`src/rtl/uart_receiver_pkg.sv`:
```
// Shared UART receive types and default timing constants.
package uart_receiver_pkg;

    // Default timing shared with the transmit side: 50 MHz / (115200 * 16) ~= 27
    localparam int unsigned DEF_DIVISOR    = 27;
    localparam int unsigned DEF_OVERSAMPLE = 16;
    localparam int unsigned DEF_DATA_BITS  = 8;

    // Receiver frame states
    typedef enum logic [2:0] {
        UART_RX_IDLE   = 3'd0,
        UART_RX_START  = 3'd1,
        UART_RX_DATA   = 3'd2,
        UART_RX_PARITY = 3'd3,
        UART_RX_STOP   = 3'd4,
        UART_RX_BREAK  = 3'd5
    } uart_rx_state_e;

endpackage : uart_receiver_pkg

```
`src/rtl/uart_rx_tick_gen.sv`:
```
// Oversample tick generator: clk prescaler plus modulo-OVERSAMPLE tick counter.
// tick_o is high for one clk per DIVISOR clks; cnt_o holds the number of ticks
// seen since the last clear (before the current tick is counted).
module uart_rx_tick_gen
    import uart_receiver_pkg::*;
#(
    parameter int unsigned DIVISOR    = DEF_DIVISOR,
    parameter int unsigned OVERSAMPLE = DEF_OVERSAMPLE
) (
    input  logic                          clk,
    input  logic                          reset,
    input  logic                          clr_i,
    output logic                          tick_o,
    output logic [$clog2(OVERSAMPLE)-1:0] cnt_o
);

    localparam int unsigned PW = $clog2(DIVISOR);
    localparam int unsigned TW = $clog2(OVERSAMPLE);

    logic [PW-1:0] presc_q, presc_d;
    logic [TW-1:0] cnt_q, cnt_d;
    logic          tick_q, tick_d;

    // Next-state: tick is registered one clk early so it lines up with the prescaler wrap
    always_comb begin
        presc_d = presc_q + PW'(1);
        cnt_d   = cnt_q;
        tick_d  = (presc_q == PW'(DIVISOR - 2));
        if (presc_q == PW'(DIVISOR - 1)) begin
            presc_d = '0;
            cnt_d   = (cnt_q == TW'(OVERSAMPLE - 1)) ? '0 : cnt_q + TW'(1);
        end
        if (clr_i) begin
            presc_d = '0;
            cnt_d   = '0;
            tick_d  = 1'b0;
        end
    end

    // Prescaler, tick and tick counter registers
    always_ff @(posedge clk or negedge reset) begin
        if (!reset) begin
            presc_q <= '0;
            cnt_q   <= '0;
            tick_q  <= 1'b0;
        end else begin
            presc_q <= presc_d;
            cnt_q   <= cnt_d;
            tick_q  <= tick_d;
        end
    end

    assign tick_o = tick_q;
    assign cnt_o  = cnt_q;

endmodule : uart_rx_tick_gen

```
`src/rtl/uart_receiver.sv`:
```
// UART receive path: synchronise rx, validate start, sample bit midpoints,
// check parity/stop and present the word on a valid/ready handshake.
module uart_receiver
    import uart_receiver_pkg::*;
#(
    parameter int unsigned DIVISOR    = DEF_DIVISOR,
    parameter int unsigned OVERSAMPLE = DEF_OVERSAMPLE,
    parameter int unsigned DATA_BITS  = DEF_DATA_BITS,
    parameter bit          PARITY_EN  = 1'b0,
    parameter bit          PARITY_ODD = 1'b0
) (
    input  logic                 clk,
    input  logic                 reset,
    input  logic                 rx,
    output logic [DATA_BITS-1:0] rx_data,
    output logic                 rx_valid,
    input  logic                 rx_ready,
    output logic                 busy,
    output logic                 framing_error,
    output logic                 parity_error,
    output logic                 overrun_error
);

    localparam int unsigned TW = $clog2(OVERSAMPLE);
    localparam int unsigned BW = $clog2(DATA_BITS + 1);

    logic rx_meta_q, rx_s_q;

    logic          tick;
    logic [TW-1:0] tick_cnt;
    logic          tick_clr_c;

    uart_rx_state_e       state_q, state_d;
    logic [DATA_BITS-1:0] shift_q, shift_d;
    logic [BW-1:0]        bit_cnt_q, bit_cnt_d;
    logic                 par_bit_q, par_bit_d;
    logic [DATA_BITS-1:0] rx_data_q, rx_data_d;
    logic                 rx_valid_q, rx_valid_d;
    logic                 busy_q, busy_d;
    logic                 fe_q, fe_d;
    logic                 pe_q, pe_d;
    logic                 ov_q, ov_d;

    logic mid_start_c;
    logic bit_end_c;
    logic accept_c;
    logic parity_bad_c;
    logic deliver_c;

    // Two-flop synchroniser for the asynchronous rx line (idles high)
    always_ff @(posedge clk or negedge reset) begin
        if (!reset) begin
            rx_meta_q <= 1'b1;
            rx_s_q    <= 1'b1;
        end else begin
            rx_meta_q <= rx;
            rx_s_q    <= rx_meta_q;
        end
    end

    uart_rx_tick_gen #(
        .DIVISOR    (DIVISOR),
        .OVERSAMPLE (OVERSAMPLE)
    ) u_tick_gen (
        .clk    (clk),
        .reset  (reset),
        .clr_i  (tick_clr_c),
        .tick_o (tick),
        .cnt_o  (tick_cnt)
    );

    assign mid_start_c  = tick && (tick_cnt == TW'(OVERSAMPLE / 2 - 1));
    assign bit_end_c    = tick && (tick_cnt == TW'(OVERSAMPLE - 1));
    assign accept_c     = rx_valid_q && rx_ready;
    assign parity_bad_c = PARITY_EN && (par_bit_q != ((^shift_q) ^ PARITY_ODD));

    // Frame FSM, shifter, error flags and output handshake next-state
    always_comb begin
        state_d    = state_q;
        shift_d    = shift_q;
        bit_cnt_d  = bit_cnt_q;
        par_bit_d  = par_bit_q;
        tick_clr_c = 1'b0;
        deliver_c  = 1'b0;
        fe_d       = 1'b0;
        pe_d       = 1'b0;
        ov_d       = 1'b0;
        rx_data_d  = rx_data_q;
        rx_valid_d = rx_valid_q;

        case (state_q)
            UART_RX_IDLE: begin
                if (!rx_s_q) begin
                    tick_clr_c = 1'b1;
                    bit_cnt_d  = '0;
                    state_d    = UART_RX_START;
                end
            end
            UART_RX_START: begin
                if (mid_start_c) begin
                    if (rx_s_q) begin
                        state_d = UART_RX_IDLE;
                    end else begin
                        tick_clr_c = 1'b1;
                        state_d    = UART_RX_DATA;
                    end
                end
            end
            UART_RX_DATA: begin
                if (bit_end_c) begin
                    shift_d = {rx_s_q, shift_q[DATA_BITS-1:1]};
                    if (bit_cnt_q == BW'(DATA_BITS - 1)) begin
                        bit_cnt_d = '0;
                        state_d   = PARITY_EN ? UART_RX_PARITY : UART_RX_STOP;
                    end else begin
                        bit_cnt_d = bit_cnt_q + BW'(1);
                    end
                end
            end
            UART_RX_PARITY: begin
                if (bit_end_c) begin
                    par_bit_d = rx_s_q;
                    state_d   = UART_RX_STOP;
                end
            end
            UART_RX_STOP: begin
                if (bit_end_c) begin
                    pe_d = parity_bad_c;
                    if (rx_s_q) begin
                        deliver_c = !parity_bad_c;
                        state_d   = UART_RX_IDLE;
                    end else begin
                        fe_d    = 1'b1;
                        state_d = UART_RX_BREAK;
                    end
                end
            end
            UART_RX_BREAK: begin
                if (rx_s_q) begin
                    state_d = UART_RX_IDLE;
                end
            end
            default: begin
                state_d = UART_RX_IDLE;
            end
        endcase

        // Handshake: accept clears valid; a delivery into an unaccepted word is an overrun
        if (accept_c) begin
            rx_valid_d = 1'b0;
        end
        if (deliver_c) begin
            if (rx_valid_q && !accept_c) begin
                ov_d = 1'b1;
            end else begin
                rx_data_d  = shift_q;
                rx_valid_d = 1'b1;
            end
        end

        busy_d = (state_d != UART_RX_IDLE);
    end

    // State and output registers
    always_ff @(posedge clk or negedge reset) begin
        if (!reset) begin
            state_q    <= UART_RX_IDLE;
            shift_q    <= '0;
            bit_cnt_q  <= '0;
            par_bit_q  <= 1'b0;
            rx_data_q  <= '0;
            rx_valid_q <= 1'b0;
            busy_q     <= 1'b0;
            fe_q       <= 1'b0;
            pe_q       <= 1'b0;
            ov_q       <= 1'b0;
        end else begin
            state_q    <= state_d;
            shift_q    <= shift_d;
            bit_cnt_q  <= bit_cnt_d;
            par_bit_q  <= par_bit_d;
            rx_data_q  <= rx_data_d;
            rx_valid_q <= rx_valid_d;
            busy_q     <= busy_d;
            fe_q       <= fe_d;
            pe_q       <= pe_d;
            ov_q       <= ov_d;
        end
    end

    assign rx_data       = rx_data_q;
    assign rx_valid      = rx_valid_q;
    assign busy          = busy_q;
    assign framing_error = fe_q;
    assign parity_error  = pe_q;
    assign overrun_error = ov_q;

endmodule : uart_receiver
```
`config.mk`:
```
export PLATFORM = sky130hd
export DESIGN_NAME = uart_receiver
export DESIGN_NICKNAME = d
export VERILOG_FILES = /design/src/rtl/uart_receiver_pkg.sv /design/src/rtl/uart_rx_tick_gen.sv /design/src/rtl/uart_receiver.sv
export SDC_FILE = /design/constraint.sdc
export NUM_CORES = 1
export LEC_CHECK = 0
export CAP_MARGIN = 10
export CORE_ASPECT_RATIO = 2
export CORE_MARGIN = 8
export CORE_UTILIZATION = 35
export DETAILED_ROUTE_END_ITERATION = 7
export GPL_TIMING_DRIVEN = 0
export SLEW_MARGIN = 0
export SYNTH_ARGS = -nofsm -noshare
export SYNTH_HDL_FRONTEND = slang
export SYNTH_HIERARCHICAL = 1
export SYNTH_SLANG_ARGS = --single-unit
```
`constraint.sdc`:
```
create_clock -name clk -period 2.6 [get_ports clk]
set_input_delay 0.78 -clock clk [delete_from_list [all_inputs] [get_ports clk]]
set_output_delay 0.78 -clock clk [all_outputs]
set_load 0.02 [all_outputs]
```
==> results of run 1 <==
## logic make-up (layout without fill, tap and decap cells)
logic type                 after synthesis  in the layout
xor gates and xnor gates                 4              4
muxes                                   17             17
buffers and inverters                   12             35
and+or+nand+nor                         54             54
adders and majority gates                5              5
AOI/OAI and AO/OA                       22             22
other                                    1              1
DFF                                     39             39
## power breakdown
part	internal, mW	leakage [nW]	switching [mW]
combinational	0.00652	0.427	0.0170
clock	0.188	0.0422	0.201
sequential	0.609	0.508	0.000568
## final timing paths
kind / to / slack (ns)
max in group asynchronous: bit_cnt_q[1]$_DFFE_PN0P_ / 1.45
min in group asynchronous: busy$_DFF_PN0_ / 0.60
min: rx_s_q$_DFF_PN1_ / 0.36
max reg2reg: busy$_DFF_PN0_ / 0.85
min reg2reg: rx_s_q$_DFF_PN1_ / 0.36
max: rx_data[5] / 0.57
## cell usage after synthesis, types with 2 or more instances
master,instances,area share (%)
sky130_fd_sc_hd__nand2_1,13,2.6
sky130_fd_sc_hd__buf_6,2,1.2
sky130_fd_sc_hd__a21oi_1,6,1.6
sky130_fd_sc_hd__nand2b_1,3,1.0
sky130_fd_sc_hd__o31ai_1,2,0.80
sky130_fd_sc_hd__buf_4,3,1.2
sky130_fd_sc_hd__nand3_4,2,1.9
sky130_fd_sc_hd__dfrtp_1,37,49
sky130_fd_sc_hd__nor2_1,13,2.6
sky130_fd_sc_hd__mux2_2,15,9.0
sky130_fd_sc_hd__nand3_1,2,0.53
sky130_fd_sc_hd__o21ai_0,6,1.6
sky130_fd_sc_hd__a211o_2,2,1.1
sky130_fd_sc_hd__nand4_1,2,0.66
sky130_fd_sc_hd__ha_1,5,3.3
sky130_fd_sc_hd__dfstp_2,2,2.8
sky130_fd_sc_hd__xor2_1,3,1.4
sky130_fd_sc_hd__inv_1,4,0.80
## final cells by class
cell class	instances	share of cell area, %
Sequential cell	39	44.8
Tap cell	60	3.43
Clock buffer	7	3.49
Clock inverter	1	0.229
Timing Repair Buffer	15	6.64
Inverter	5	0.973
Multi-Input combinational cell	103	37.6
Buffer	7	2.92
## through the flow
step	utilization (%)	instance area (um^2)	total power, mW	setup slack (ns)
2_1_floorplan	-	1880	0.629	0.965
5_1_grt	41.0	2190	1.07	0.514
3_3_place_gp	39.6	2110	0.647	-0.197
6_report	41.0	2190	1.02	0.567
4_1_cts	41.0	2190	1.05	0.544
3_5_place_dp	39.5	2100	0.646	0.437
## registers in the layout (all words and copies together) (netlist names)
name                flops
overrun_error           1
u_tick_gen/cnt_o        4
busy                    1
rx_data                 8
rx_meta_q               1
rx_valid                1
shift_q                 8
bit_cnt_q               4
u_tick_gen/tick_o       1
u_tick_gen/presc_q      5
state_q                 3
framing_error           1
rx_s_q                  1
## cells in the final DEF (no fill, tap or decap), drive strengths merged, types with 2 or more instances in the layout
master,count
nand2b,3
buf,7
nand4,2
or2b,2
nand3,4
or3,2
nor2,14
a211o,2
nand4b,2
o31ai,2
ha,5
o21ai,6
xor2,3
dfstp,2
a41oi,2
dfrtp,37
inv,5
clkbuf,8
mux2,16
nor3,2
a21oi,6
nor3b,2
clkdlybuf4s50,14
nand2,13
## layer usage
layer,track usage (%),vias up
li1,-,583
met1,11.5,584
met2,14.8,22
met3,3.36,5
met4,2.71,0
met5,0,-
==> flow_summary.html, run 1 <==
<table>
<tr><th>Metric</th><th>Value</th></tr>
<tr><th colspan="2">Critical path</th></tr>
<tr><td>Worst Reg-to-Reg Cells</td><td>5</td></tr>
<tr><td>Crit Path Max Fanout</td><td>2</td></tr>
<tr><td>Slowest Stage Delay on Critical Path</td><td>0.61 ns</td></tr>
<tr><td>Worst-path cell with the longest stage delay</td><td>sky130_fd_sc_hd__clkdlybuf4s50_1</td></tr>
<tr><td>Required time at the endpoint of the critical path</td><td>1.82 ns</td></tr>
<tr><td>Crit start category</td><td>flip-flop</td></tr>
<tr><td>Worst setup EP type</td><td>primary output</td></tr>
<tr><td>Class of the most critical setup path</td><td>flip-flop to primary output</td></tr>
<tr><td>Setup crit start</td><td>rx_data[5]$_DFFE_PN0P_</td></tr>
<tr><td>Worst reg2reg startpoint</td><td>bit_cnt_q[0]$_DFFE_PN0P_</td></tr>
<tr><td>Buffer and inverter count on the worst path</td><td>1</td></tr>
<tr><td>Number of logic stages on the critical path including buffering</td><td>1</td></tr>
<tr><td>Ordered list of cells on the worst path</td><td>clkdlybuf4s50_1</td></tr>
<tr><td>Dominant delay contributor by cell family on the critical path</td><td>buffers and inverters</td></tr>
<tr><td>Data arrival time of the worst path</td><td>1.25 ns</td></tr>
<tr><th colspan="2">Clock tree</th></tr>
<tr><td>TritonCTS clock tree</td><td>done</td></tr>
<tr><td>Root Buffer</td><td>sky130_fd_sc_hd__clkbuf_8</td></tr>
<tr><td>Number of sinks handled by clock tree synthesis</td><td>39</td></tr>
<tr><td>Resized cells post-CTS</td><td>0</td></tr>
<tr><td>Total CTS buffers</td><td>5</td></tr>
<tr><td>Maximum number of buffers from clock root to sink</td><td>2</td></tr>
<tr><td>Setup fix buffers added after clock tree synthesis</td><td>0</td></tr>
<tr><td>Hold_buf cts</td><td>0</td></tr>
<tr><td>Clk_lat worst skew</td><td>0.28 ns</td></tr>
<tr><td>H-tree depth</td><td>2</td></tr>
<tr><td>CTS clk-pin slew, worst paths</td><td>0.07 ns</td></tr>
<tr><th colspan="2">Timing</th></tr>
<tr><td>Final worst hold slack</td><td>0.358 ns</td></tr>
<tr><td>Max-Slew Margin vs Limit</td><td>42.5%</td></tr>
<tr><td>Final setup violation count</td><td>0</td></tr>
<tr><td>Clock skew after layout</td><td>0.00502 ns</td></tr>
<tr><td>Max Freq</td><td>0.492 GHz</td></tr>
<tr><td>RSZ-0062 raised after global routing</td><td>false</td></tr>
<tr><td>Share of the cycle needed by the critical path after routing</td><td>78.2%</td></tr>
<tr><td>Hold Fails Final Rpt</td><td>0</td></tr>
<tr><td>Measured slew at the worst slew-check pin</td><td>0.863 ns</td></tr>
<tr><td>Final slew viol count</td><td>0</td></tr>
<tr><td>Final total negative setup slack</td><td>0 ns</td></tr>
<tr><td>Shortest period the worst path allows</td><td>2.03 ns</td></tr>
<tr><th colspan="2">Floorplan</th></tr>
<tr><td>Chip width</td><td>67.9 um</td></tr>
<tr><td>Starting utilization of the core area</td><td>35.4%</td></tr>
<tr><td>Die Outline Area</td><td>0.00813 mm^2</td></tr>
<tr><td>Row cnt</td><td>38</td></tr>
<tr><td>Core footprint</td><td>0.00533 mm^2</td></tr>
<tr><td>Die Y-Extent</td><td>120 um</td></tr>
<tr><td>Boundary Pins</td><td>17</td></tr>
<tr><th colspan="2">Finish</th></tr>
<tr><td>Fraction of final layout cells sized beyond drive strength 1</td><td>25.4%</td></tr>
<tr><td>Sequential cell area</td><td>978 um^2</td></tr>
<tr><td>Area growth syn-to-layout</td><td>16.0%</td></tr>
<tr><td>Total area of multi-input combinational cells</td><td>821 um^2</td></tr>
<tr><td>Fill cell instance count of the final layout</td><td>515</td></tr>
<tr><td>Number of inserted diodes</td><td>0</td></tr>
<tr><td>Fin cells</td><td>237</td></tr>
<tr><td>Count of nets after finishing</td><td>185</td></tr>
<tr><th colspan="2">Routing</th></tr>
<tr><td>Via total after detailed routing</td><td>1,194</td></tr>
<tr><td>Via density per instance</td><td>5.04</td></tr>
<tr><td>Drc violations</td><td>0</td></tr>
<tr><td>Antenna Nets Post-Route</td><td>0</td></tr>
<tr><td>Routed met2 length</td><td>1.61 mm</td></tr>
<tr><td>Average routed wire per standard cell</td><td>14.0 um</td></tr>
<tr><td>Number of search-and-repair iterations in the first detailed-routing pass</td><td>4</td></tr>
<tr><td>Total met3 wirelength after detailed routing</td><td>187 um</td></tr>
<tr><td>Drt first-iter violations</td><td>64</td></tr>
<tr><td>M1 WL</td><td>1.47 mm</td></tr>
<tr><td>Total routed wirelength</td><td>3.32 mm</td></tr>
<tr><td>Highest metal layer with signal wires</td><td>met4</td></tr>
<tr><th colspan="2">Pwr</th></tr>
<tr><td>Cell Pwr Density</td><td>468 mW/mm^2</td></tr>
<tr><td>Leakage component of the power</td><td>0.977 nW</td></tr>
<tr><td>Maximum resistive drop on vdd</td><td>404 uV</td></tr>
<tr><th colspan="2">Place</th></tr>
<tr><td>Count of port buffers added during placement</td><td>15</td></tr>
<tr><td>Half-perimeter wire length after placement</td><td>2.34 mm</td></tr>
<tr><td>Number of instances in the placed design</td><td>229</td></tr>
<tr><td>Last weighted congestion value of the routability-driven placer</td><td>0.823</td></tr>
<tr><th colspan="2">Yosys</th></tr>
<tr><td>Share of synthesized area occupied by flip-flops and latches</td><td>51.9%</td></tr>
<tr><td>Synthesized netlist net count</td><td>163</td></tr>
<tr><td>Post-synth ARST share</td><td>100%</td></tr>
<tr><td>Post-Synthesis Mean Instance Area</td><td>12.2 um^2</td></tr>
<tr><td>Yosys warns</td><td>6</td></tr>
<tr><td>Portion of netlist area occupied by mux cells</td><td>10.1%</td></tr>
<tr><td>Compound-Gate Fraction of Synth Area</td><td>8.23%</td></tr>
<tr><td>Post-synthesis sequential element count</td><td>39</td></tr>
<tr><td>Count of flip-flops with a built-in enable after synthesis</td><td>0</td></tr>
<tr><td>Commonest register cell after synthesis</td><td>sky130_fd_sc_hd__dfrtp_1</td></tr>
<tr><td>Fraction of synthesized cell area in xor and xnor cells</td><td>1.86%</td></tr>
<tr><td>Synthesized area</td><td>0.00188 mm^2</td></tr>
<tr><td>Basic-gate share of the synthesized area counting and, or, nand and nor cells</td><td>19.9%</td></tr>
<tr><td>Share of synthesized cell area in full adder, half adder and majority cells</td><td>3.32%</td></tr>
<tr><td>Cells after Synth</td><td>154</td></tr>
<tr><td>Largest family of logic cells by synthesized area</td><td>simple AND/OR/NAND/NOR gates</td></tr>
<tr><td>Number of distinct library cell variants in the gate-level netlist after synthesis</td><td>50</td></tr>
<tr><th colspan="2">Worst hold path</th></tr>
<tr><td>Number of cells traversed by the worst hold path</td><td>0</td></tr>
<tr><td>Min-delay worst type</td><td>flip-flop to flip-flop</td></tr>
<tr><td>Hold Crit Start</td><td>rx_meta_q$_DFF_PN1_</td></tr>
<tr><th colspan="2">Global routing</th></tr>
<tr><td>Remaining global-route overflow</td><td>0</td></tr>
<tr><td>Maximum number of pins on one net before global-route repair</td><td>40</td></tr>
<tr><td>Number of global-route vias before repair</td><td>1,328</td></tr>
<tr><td>Global-route total usage across every layer</td><td>9.34%</td></tr>
<tr><td>Global-route wire length before repair</td><td>6.11 mm</td></tr>
<tr><td>Antenna violations before repair</td><td>0</td></tr>
<tr><th colspan="2">Run status</th></tr>
<tr><td>Outcome</td><td>complete, no violations</td></tr>
<tr><th colspan="2">Job</th></tr>
<tr><td>Number of max-cap violations</td><td>0</td></tr>
</table>
No activity file was read; power rests on OpenSTA's default activity.
==> inputs of run 2 (changes only) <==
- clock period: 2.6 -> 2 ns (I/O delays scaled with it)
==> results of run 2 <==
The final DEF is identical to that of run 1. Status: complete, no violations.
Among the figures that moved: setup slack after placement 0.437 ns -> 0.0167 ns; setup slack after layout 0.567 ns -> 0.147 ns; register-to-register setup slack 0.85 ns -> 0.25 ns; total power 1.02 mW -> 1.33 mW; worst IR drop on VDD 404 uV -> 525 uV
==> inputs of run 3 (changes only) <==
- CELL_PAD_IN_SITES_DETAIL_PLACEMENT: unset -> 0
- CELL_PAD_IN_SITES_GLOBAL_PLACEMENT: unset -> 1
- PLACE_DENSITY_LB_ADDON: unset -> 0.1
==> flow_summary.html, run 3 (synthesis gave the netlist of run 1 again) <==
<table>
<tr><th>Metric</th><th>Value</th></tr>
<tr><th colspan="2">Finish</th></tr>
<tr><td>Commonest non-fill, non-tap cells in the layout</td><td>sky130_fd_sc_hd__dfrtp_1 (37), sky130_fd_sc_hd__mux2_2 (15), sky130_fd_sc_hd__clkdlybuf4s50_1 (14), sky130_fd_sc_hd__nand2_1 (13), sky130_fd_sc_hd__nor2_1 (13)</td></tr>
<tr><td>Fraction of final layout cells sized beyond drive strength 1</td><td>26.4% (+0.98 points)</td></tr>
<tr><td>Area growth syn-to-layout</td><td>17.3%</td></tr>
<tr><td>Count of nets after finishing</td><td>186 (+0.54%)</td></tr>
<tr><td>Area of all placed cells without fillers</td><td>0.00221 mm^2 (+1.1%)</td></tr>
<tr><td>Fin cells</td><td>238 (+0.42%)</td></tr>
<tr><td>Most frequent standard cell in the layout excluding fill and tap cells</td><td>sky130_fd_sc_hd__dfrtp_1</td></tr>
<tr><td>Number of inserted diodes</td><td>0 (unchanged)</td></tr>
<tr><th colspan="2">Run status</th></tr>
<tr><td>Outcome</td><td>complete, no violations</td></tr>
<tr><th colspan="2">Place</th></tr>
<tr><td>Post-place instance area</td><td>0.00212 mm^2 (+0.95%)</td></tr>
<tr><td>Last weighted congestion value of the routability-driven placer</td><td>0.742 (-9.9%)</td></tr>
<tr><td>Number of instances in the placed design</td><td>230 (+0.44%)</td></tr>
<tr><td>Half-perimeter wire length after placement</td><td>2.45 mm (+4.7%)</td></tr>
<tr><td>Count of port buffers added during placement</td><td>15 (unchanged)</td></tr>
<tr><th colspan="2">Pwr</th></tr>
<tr><td>Cell Pwr Density</td><td>611 mW/mm^2</td></tr>
<tr><td>Switching part of the total</td><td>22.4%</td></tr>
<tr><td>Maximum resistive drop on vdd</td><td>430 uV</td></tr>
<tr><td>P_sw</td><td>0.303 mW</td></tr>
<tr><td>Share of power burned in the clock network</td><td>38.7% (+0.6 points)</td></tr>
<tr><td>Combinational fraction of design power</td><td>2.6% (+0.3 points)</td></tr>
<tr><td>Internal power</td><td>1.05 mW</td></tr>
<tr><td>Leakage component of the power</td><td>0.985 nW (+0.86%)</td></tr>
<tr><td>Sequential power share</td><td>58.7% (-0.9 points)</td></tr>
<tr><th colspan="2">Critical path</th></tr>
<tr><td>Crit Path Max Fanout</td><td>2 (unchanged)</td></tr>
<tr><td>Slowest Stage Delay on Critical Path</td><td>0.61 ns (about the same)</td></tr>
<tr><td>Setup crit start</td><td>rx_data[7]$_DFFE_PN0P_</td></tr>
<tr><td>Dominant delay contributor by cell family on the critical path</td><td>buffers and inverters</td></tr>
<tr><td>Buffer and inverter count on the worst path</td><td>1 (unchanged)</td></tr>
<tr><td>Worst setup EP type</td><td>primary output</td></tr>
<tr><td>Crit start category</td><td>flip-flop</td></tr>
<tr><td>Required time at the endpoint of the critical path</td><td>1.40 ns</td></tr>
<tr><td>Data arrival time of the worst path</td><td>1.25 ns (about the same)</td></tr>
<tr><td>Ordered list of cells on the worst path</td><td>clkdlybuf4s50_1</td></tr>
<tr><td>Worst reg2reg startpoint</td><td>bit_cnt_q[0]$_DFFE_PN0P_</td></tr>
<tr><td>Class of the most critical setup path</td><td>flip-flop to primary output</td></tr>
<tr><td>Worst-path cell with the longest stage delay</td><td>sky130_fd_sc_hd__clkdlybuf4s50_1</td></tr>
<tr><th colspan="2">Clock tree</th></tr>
<tr><td>Root Buffer</td><td>sky130_fd_sc_hd__clkbuf_8</td></tr>
<tr><td>Number of sinks handled by clock tree synthesis</td><td>39 (unchanged)</td></tr>
<tr><td>Total CTS buffers</td><td>5 (unchanged)</td></tr>
<tr><td>CTS clk-pin slew, worst paths</td><td>0.08 ns (about the same)</td></tr>
<tr><td>Maximum number of buffers from clock root to sink</td><td>2 (unchanged)</td></tr>
<tr><td>Setup fix buffers added after clock tree synthesis</td><td>0 (unchanged)</td></tr>
<tr><td>H-tree depth</td><td>2 (unchanged)</td></tr>
<tr><td>TritonCTS clock tree</td><td>done</td></tr>
<tr><td>Clk_lat worst skew</td><td>0.29 ns (about the same)</td></tr>
<tr><td>Hold_buf cts</td><td>0 (unchanged)</td></tr>
<tr><td>Resized cells post-CTS</td><td>0 (unchanged)</td></tr>
<tr><th colspan="2">Timing</th></tr>
<tr><td>Max Freq</td><td>0.540 GHz</td></tr>
<tr><td>Share of the cycle needed by the critical path after routing</td><td>92.6%</td></tr>
<tr><td>Final slew viol count</td><td>0 (unchanged)</td></tr>
<tr><td>Final setup violation count</td><td>0 (unchanged)</td></tr>
<tr><td>Hold Fails Final Rpt</td><td>0 (unchanged)</td></tr>
<tr><td>Final total negative setup slack</td><td>0 ns (unchanged)</td></tr>
<tr><td>Clock skew after layout</td><td>0.00357 ns (-0.00145 ns)</td></tr>
<tr><td>RSZ-0062 raised after global routing</td><td>false</td></tr>
<tr><td>Shortest period the worst path allows</td><td>1.85 ns</td></tr>
<tr><th colspan="2">Floorplan</th></tr>
<tr><td>Starting utilization of the core area</td><td>35.4% (unchanged)</td></tr>
<tr><td>Die Y-Extent</td><td>120 um (unchanged)</td></tr>
<tr><td>Core footprint</td><td>0.00533 mm^2 (unchanged)</td></tr>
<tr><td>Chip width</td><td>67.9 um (unchanged)</td></tr>
<tr><td>Boundary Pins</td><td>17 (unchanged)</td></tr>
<tr><td>Row cnt</td><td>38 (unchanged)</td></tr>
<tr><td>Die Outline Area</td><td>0.00813 mm^2 (unchanged)</td></tr>
<tr><th colspan="2">Routing</th></tr>
<tr><td>Total routed wirelength</td><td>3.43 mm (+3.3%)</td></tr>
<tr><td>Via density per instance</td><td>5.08 (+0.75%)</td></tr>
<tr><td>Via total after detailed routing</td><td>1,208 (+1.2%)</td></tr>
<tr><td>Drc violations</td><td>0 (unchanged)</td></tr>
<tr><td>Drt first-iter violations</td><td>72 (+13%)</td></tr>
<tr><td>Antenna Nets Post-Route</td><td>0 (unchanged)</td></tr>
<tr><td>Average routed wire per standard cell</td><td>14.4 um (+2.9%)</td></tr>
<tr><td>Number of search-and-repair iterations in the first detailed-routing pass</td><td>4 (unchanged)</td></tr>
<tr><th colspan="2">Global routing</th></tr>
<tr><td>Global-route wire length before repair</td><td>6.19 mm (+1.4%)</td></tr>
<tr><td>Maximum number of pins on one net before global-route repair</td><td>39 (-2.5%)</td></tr>
<tr><td>Antenna violations before repair</td><td>0 (unchanged)</td></tr>
<tr><td>Remaining global-route overflow</td><td>0 (unchanged)</td></tr>
<tr><td>Global-route total usage across every layer</td><td>9.81% (+0.46 points)</td></tr>
<tr><td>Number of global-route vias before repair</td><td>1,322 (-0.45%)</td></tr>
<tr><th colspan="2">Job</th></tr>
<tr><td>Number of max-cap violations</td><td>0 (unchanged)</td></tr>
<tr><th colspan="2">Worst hold path</th></tr>
<tr><td>Min-delay worst type</td><td>primary input to async pin</td></tr>
</table>
run 3: cell types whose count changed in the layout (fill, tap and decap cells not counted):
cell,change
sky130_fd_sc_hd__clkbuf_1,-1
sky130_fd_sc_hd__buf_12,+1
sky130_fd_sc_hd__clkinvlp_4,+1
run 3: path summary, 6_finish.rpt:
check	slack, ns	endpoint	depth (start not counted)
setup / recovery	0.15	rx_data[7]	1
hold / removal	0.09	u_tick_gen/cnt_o[0]$_DFFE_PN0P_	1
setup reg to reg	0.25	busy$_DFF_PN0_	5
hold reg to reg	0.36	rx_s_q$_DFF_PN1_	0
max in group asynchronous	1.46	rx_meta_q$_DFF_PN1_	2
min in group clk	0.36	rx_s_q$_DFF_PN1_	0
run 3: metal layers:
metal,global-route usage [%],vias to the layer above,routed length (um)
li1,-,584,-
met1,10.4,604,1390
met2,16.2,13,1800
met3,3.27,7,141
met4,5.42,0,91
met5,0,-,0
run 3: per-stage QoR:
step | setup slack, ns | utilization, % | hold slack (ns) | total power [mW]
after floorplan | 0.373 | - | 0.304 | 0.818
after global placement | -0.700 | 39.6 | 0.352 | 0.842
after detailed placement | -0.00444 | 39.9 | 0.349 | 0.845
after CTS | 0.116 | 41.5 | 0.0830 | 1.38
after global routing | 0.0963 | 41.5 | 0.0836 | 1.41
final | 0.147 | 41.5 | 0.0898 | 1.35
run 3: power groups by stage:
| stage | Clock [mW] | Sequential, mW | Combinational (mW) |
|---|---|---|---|
| CTS | 0.547 | 0.792 | 0.0376 |
| global route | 0.573 | 0.792 | 0.0414 |
| finish | 0.523 | 0.792 | 0.0355 |
| floorplan | 0 | 0.808 | 0.0101 |
| detailed placement | 0 | 0.808 | 0.0375 |
| global placement | 0 | 0.808 | 0.0338 |
run 3: cell type report:
class | count | area, um^2
inverter | 5 | 21.3
fill | 541 | 3120
timing repair buffer | 16 | 165
sequential | 39 | 978
buffer | 7 | 63.8
clock inverter | 2 | 12.5
tap | 60 | 75.1
multi-input combinational | 103 | 821
clock buffer | 6 | 72.6
==> RTL change 1: new RTL, config.mk and constraints of run 2 <==
Change the package constant `DEF_DIVISOR` from 27 to 54.
--- a/src/rtl/uart_receiver_pkg.sv
+++ b/src/rtl/uart_receiver_pkg.sv
@@ -2,7 +2,7 @@
 package uart_receiver_pkg;
 
     // Default timing shared with the transmit side: 50 MHz / (115200 * 16) ~= 27
-    localparam int unsigned DEF_DIVISOR    = 27;
+    localparam int unsigned DEF_DIVISOR    = 54;
     localparam int unsigned DEF_OVERSAMPLE = 16;
     localparam int unsigned DEF_DATA_BITS  = 8;
 
Function: no difference found for any inputs over 10 cycles, from zero or initial values and one cycle with reset low; that may be too few to reach the edited logic, so the function may still have changed.
==> RTL change 1 against run 2 <==
Wire length is 7.8% higher. Area after synthesis up 3.5%. Design area rose by 5.3%. Worst hold slack about the same. Sequential cell count grew 1. Power grew 23%. Worst setup slack lost 3.0 ps. Die area is 2.8% higher. Count of clock-buffer cells in the layout decreased by 1.
==> RTL change 1: results (changes against run 2) <==
* Largest net degree at the start of global routing at 41 (+2.5%)
* Compound-Gate Fraction of Synth Area at 10.33% (+2.1 points)
* Post-cts resize count at 0 (unchanged)
* Grt total ovfl at 0 (unchanged)
* CP max FO at 2 (unchanged)
* Lkg Pwr at 1.003 nW (+2.7%)
* Peak supply drop at 0.0005694 V (+8.4%)
* Critical Path Slowest Stage Cell: clkdlybuf4s50_1
* Largest stage delay, worst path at 610 ps (about the same)
* Seq/Total Area, Yosys at 51.48% (-0.45 points)
* DR vias at 1,272 (+6.5%)
* Placed cell areas at 2170 um2 (+3.1%)
* Syn_nets at 171 (+4.9%)
* Worst-skew pair later-pin latency at 300 ps (+20 ps)
* First DRT Iteration DRCs at 23 (-64%)
* Share of layout cells above drive strength 1 at 25.41% (about the same)
* Worst R2R Setup Slack at 230 ps (-20 ps)
* Netlist cell types at 51 (+2.0%)
* Post-Synthesis Cells at 162 (+5.2%)
* DR WL/cell at 14.58 um (+4.2%)
* Post-Synth XOR/XNOR Area at 1.348% (-0.51 points)
* Drt pass-1 iters at 4 (unchanged)
* First-pass GRT wire length at 6265 um (+2.6%)
* Gpl congestion at 0.7792 (-5.4%)
* Vias in the first global route at 1,348 (+1.5%)
* Hold_ws at 357.2 ps (-0.3550 ps)
* Mux contribution to synthesized area at 9.243% (-0.85 points)
* Data arrival, critical path at ~1300 ps
* Critical Path Source: rx_data[0]$_DFFE_PN0P_
* Hold wc startpoint: rx_meta_q$_DFF_PN1_
* Hpwl dp at 2550 um (+8.9%)
* Total GRT Usage at 9.828% (+0.48 points)
* Async SR Flop Fraction at 100.0% (unchanged)
* Synth area leaders: dfrtp_1 (49%), mux2_2 (8.7%), ha_1 (3.2%), dfstp_2 (2.7%), nand2_1 (2.5%)
* Worst r2r dst: busy$_DFF_PN0_
* Worst slew pin tran at 879.6 ps (+16.58 ps)
* Finished Layout Cells at 245 (+3.4%)
* Min-Delay Endpoint: rx_s_q$_DFF_PN1_
* Setup crit end: rx_data[0]
* # nets final at 193 (+4.3%)
* Post-Synth Adder-Cell Area at 3.209% (-0.11 points)
* Fin Setup TNS at 0 ps (unchanged)
* Final period util at 92.82% (+0.15 points)
* Seq pwr at 0.000812 W (+2%)
* Clock skew at 10.99 ps (+5.972 ps)
* Part of the power in registers at 49.8% (-9.8 points)
* Sw Ratio at 19.14% (-2.3 points)
* # fillers at 548 (+6.4%)
* Post-synth top cells: dfrtp_1 (38), mux2_2 (15), nand2_1 (13)
* Pre-CTS setup slack at 4.669 ps (-12.00 ps)
* Logic power comb at 0.0000311 W (+2%)
* Outcome: completed
* Clk buf depth at 2 (unchanged)
* Cells after DPL at 237 (+3.5%)
-- RTL change 1: cell type report --
type                       count  area (um2)  area share, %
multi-input combinational    109       857.1          37.23
inverter                       5       21.27         0.9239
tap                           60       75.07          3.261
clock inverter                 2       60.06          2.609
clock buffer                   6       72.57          3.152
sequential                    40        1003          43.59
buffer                         8       67.56          2.935
timing repair buffer          15       145.1          6.304
-- RTL change 1: kinds of logic (layout without fill, tap and decap cells) --
family,count (synthesis),count (layout)
xor+xnor,3,3
buf+inv,13,36
flops,40,40
simple gates,56,56
mux,16,16
fa+ha+maj,5,5
other cells,1,1
compound gates,28,28
-- RTL change 1: per-layer routing --
layer | global-route usage [%] | up-vias | wire, um
li1 | - | 626 | -
met1 | 10.13 | 616 | 1366
met2 | 16.38 | 19 | 1933
met3 | 3.220 | 11 | 155
met4 | 5.942 | 0 | 119
met5 | 0 | - | 0
==> RTL change 2: new RTL, config.mk and constraints of run 2 <==
Without the edit above. `rx_data_q` no longer has a reset.
--- a/src/rtl/uart_receiver.sv
+++ b/src/rtl/uart_receiver.sv
@@ -168,7 +168,6 @@
             shift_q    <= '0;
             bit_cnt_q  <= '0;
             par_bit_q  <= 1'b0;
-            rx_data_q  <= '0;
             rx_valid_q <= 1'b0;
             busy_q     <= 1'b0;
             fe_q       <= 1'b0;
@@ -179,13 +178,16 @@
             shift_q    <= shift_d;
             bit_cnt_q  <= bit_cnt_d;
             par_bit_q  <= par_bit_d;
-            rx_data_q  <= rx_data_d;
             rx_valid_q <= rx_valid_d;
             busy_q     <= busy_d;
             fe_q       <= fe_d;
             pe_q       <= pe_d;
             ov_q       <= ov_d;
         end
+    end
+
+    always_ff @(posedge clk) begin
+        rx_data_q <= rx_data_d;
     end
 
     assign rx_data       = rx_data_q;
Behaviour: same outputs for any inputs over 10 cycles, from zero or initial values and one cycle with reset low; that may be too few to reach the edited logic, so the function may still have changed.
==> RTL change 2 against run 2 <==
Clock skew grew 3.3 ps. Wire length shrank 12%. Sequential cell count is the same. Sequential power grew 2.6%. Design area shrank 0.17%. Clock power grew 40%. Count of clock-buffer cells in the layout is the same. Area after synthesis shrank 5.0%. Worst setup slack lost 15 ps. Highest routed layer unchanged. Via count shrank 7.5%. Critical path type is now flip-flop to flip-flop. Combinational power shrank 3%. Power grew 17%. Synthesized cell count shrank 5.8%.
==> RTL change 2: results (changes against run 2) <==
* Outcome: completed
* Netlist cell types at 53 (+6.0%)
* CP max FO at 8 (+6)
* Critical Path Slowest Stage Cell: or4_4
* Lkg Pwr at 0.9649 nW (-1.2%)
* Compound-Gate Fraction of Synth Area at 9.713% (+1.5 points)
* Post-Synth Adder-Cell Area at 3.494% (+0.17 points)
* Post-Synth XOR/XNOR Area at 1.957% (+0.097 points)
* Critical R2R Launch: u_tick_gen/cnt_o[1]$_DFFE_PN0P_
* Vias in the first global route at 1,151 (-13%)
* Peak supply drop at 0.0005595 V (+6.5%)
* Seq/Total Area, Yosys at 56.88% (+5.0 points)
* Slew headroom at 44.29% (+1.8 points)
* Pre-CTS setup slack at -70.15 ps (-86.83 ps)
* Share of layout cells above drive strength 1 at 21.30% (-4.1 points)
* DR vias at 1,104 (-7.5%)
* Gpl congestion at 0.8007 (-2.7%)
* Mux contribution to synthesized area at 6.219% (-3.9 points)
* DR WL/cell at 12.93 um (-7.6%)
* Hold_ws at 357.8 ps (+0.2800 ps)
* # H-tree levels at 2 (unchanged)
* Syn_nets at 154 (-5.5%)
* Largest stage delay, worst path at 450 ps (-160 ps)
* Synth area leaders: dfrtp_1 (41%), edfxtp_1 (13%), mux2_4 (5.0%), ha_1 (3.5%), dfstp_2 (2.9%)
* Largest net degree at the start of global routing at 18 (-55%)
* Worst R2R Setup Slack at 130 ps (-120 ps)
* Total GRT Usage at 8.745% (-0.60 points)
* CTS Root Cell: clkbuf_8
* Post-synth top cells: dfrtp_1 (29), nor2_1 (11), nand2_1 (9)
* First DRT Iteration DRCs at 21 (-67%)
* Number of CTS-inserted buffers at 5 (unchanged)
* Sw Pwr at 0.0002771 W (-2.6%)
* Data arrival, critical path at 1840 ps (+590 ps)
* First-pass GRT wire length at 5299 um (-13%)
* # nets final at 177 (-4.3%)
* YS warnings at 6 (unchanged)
* CP top delay family: simple AND/OR/NAND/NOR gates
* Worst r2r dst: rx_data[0]$_DFFE_PP_
* Clock skew at 8.318 ps (+3.301 ps)
* Async SR Flop Fraction at 79.49% (-21 points)
RTL change 2: cell types whose count changed after synthesis, moves of 2 or more:
cell      before  now
dfrtp_1       37   29
o211ai_1       0    2
nand3_4        2    0
nand2_1       13    9
inv_1          4    8
mux2_2        15    1
mux2_4         0    6
nor2_1        13   11
edfxtp_1       0    8
nand3_1        2    4
a211o_2        2    0
RTL change 2: worst max path at each step:
stage	start	cells past startpoint	slack [ps]	to
2_1_floorplan	rx_s_q$_DFF_PN1_	4	110	rx_data[0]$_DFFE_PP_
6_report	u_tick_gen/cnt_o[1]$_DFFE_PN0P_	5	130	rx_data[0]$_DFFE_PP_
3_5_place_dp	rx_s_q$_DFF_PN1_	4	-70	rx_data[0]$_DFFE_PP_
4_1_cts	rx_s_q$_DFF_PN1_	4	60	rx_data[0]$_DFFE_PP_
5_1_grt	u_tick_gen/cnt_o[1]$_DFFE_PN0P_	5	5	rx_data[0]$_DFFE_PP_
3_3_place_gp	reset	1	-230	bit_cnt_q[0]$_DFFE_PN0P_
RTL change 2: stage by stage:
stage	std cells	utilization [%]	cell area [um2]
global placement	218	39.90	2013
floorplan	145	-	1790
detailed placement	219	40.44	2041
CTS	227	43.07	2173
global route	227	43.24	2182
finish	227	43.24	2182
RTL change 2: timing repair:
item	CTS	global route
gates resized for setup	1	2
setup endpoints to repair	8	13
hold buffers	0	0
setup buffers	0	1
RTL change 2: cell type report:
| type | count | area, um2 |
|---|---|---|
| buffer | 6 | 63.81 |
| fill | 465 | 2864 |
| clock buffer | 7 | 97.59 |
| tap | 58 | 72.57 |
| sequential | 39 | 1020 |
| inverter | 8 | 30.03 |
| timing repair buffer | 17 | 185.2 |
| multi-input combinational | 91 | 683.2 |
| clock inverter | 1 | 30.03 |
RTL change 2: power groups by stage:
stage	Combinational, W	Clock (W)	Sequential (W)
2_1_floorplan	0.00000773	0	0.000828
3_3_place_gp	0.0000267	0	0.000828
3_5_place_dp	0.0000338	0	0.000828
4_1_cts	0.0000339	0.000732	0.000812
5_1_grt	0.0000347	0.000765	0.000814
6_report	0.0000298	0.000706	0.000814
RTL change 2: cells by family after synthesis:
kind of cell             Yosys count
AND/OR/NAND/NOR                   47
other                              1
AO/OA/AOI/OAI                     26
XOR/XNOR                           4
flip-flops                        39
buffers and inverters             15
multiplexers                       8
adder cells (fa/ha/maj)            5
RTL change 2: per-layer routing:
metal | track usage [%] | wire length, um
met5 | 0 | 0
met3 | 3.432 | 180
met2 | 14.18 | 1369
met1 | 9.677 | 1331
met4 | 4.017 | 53
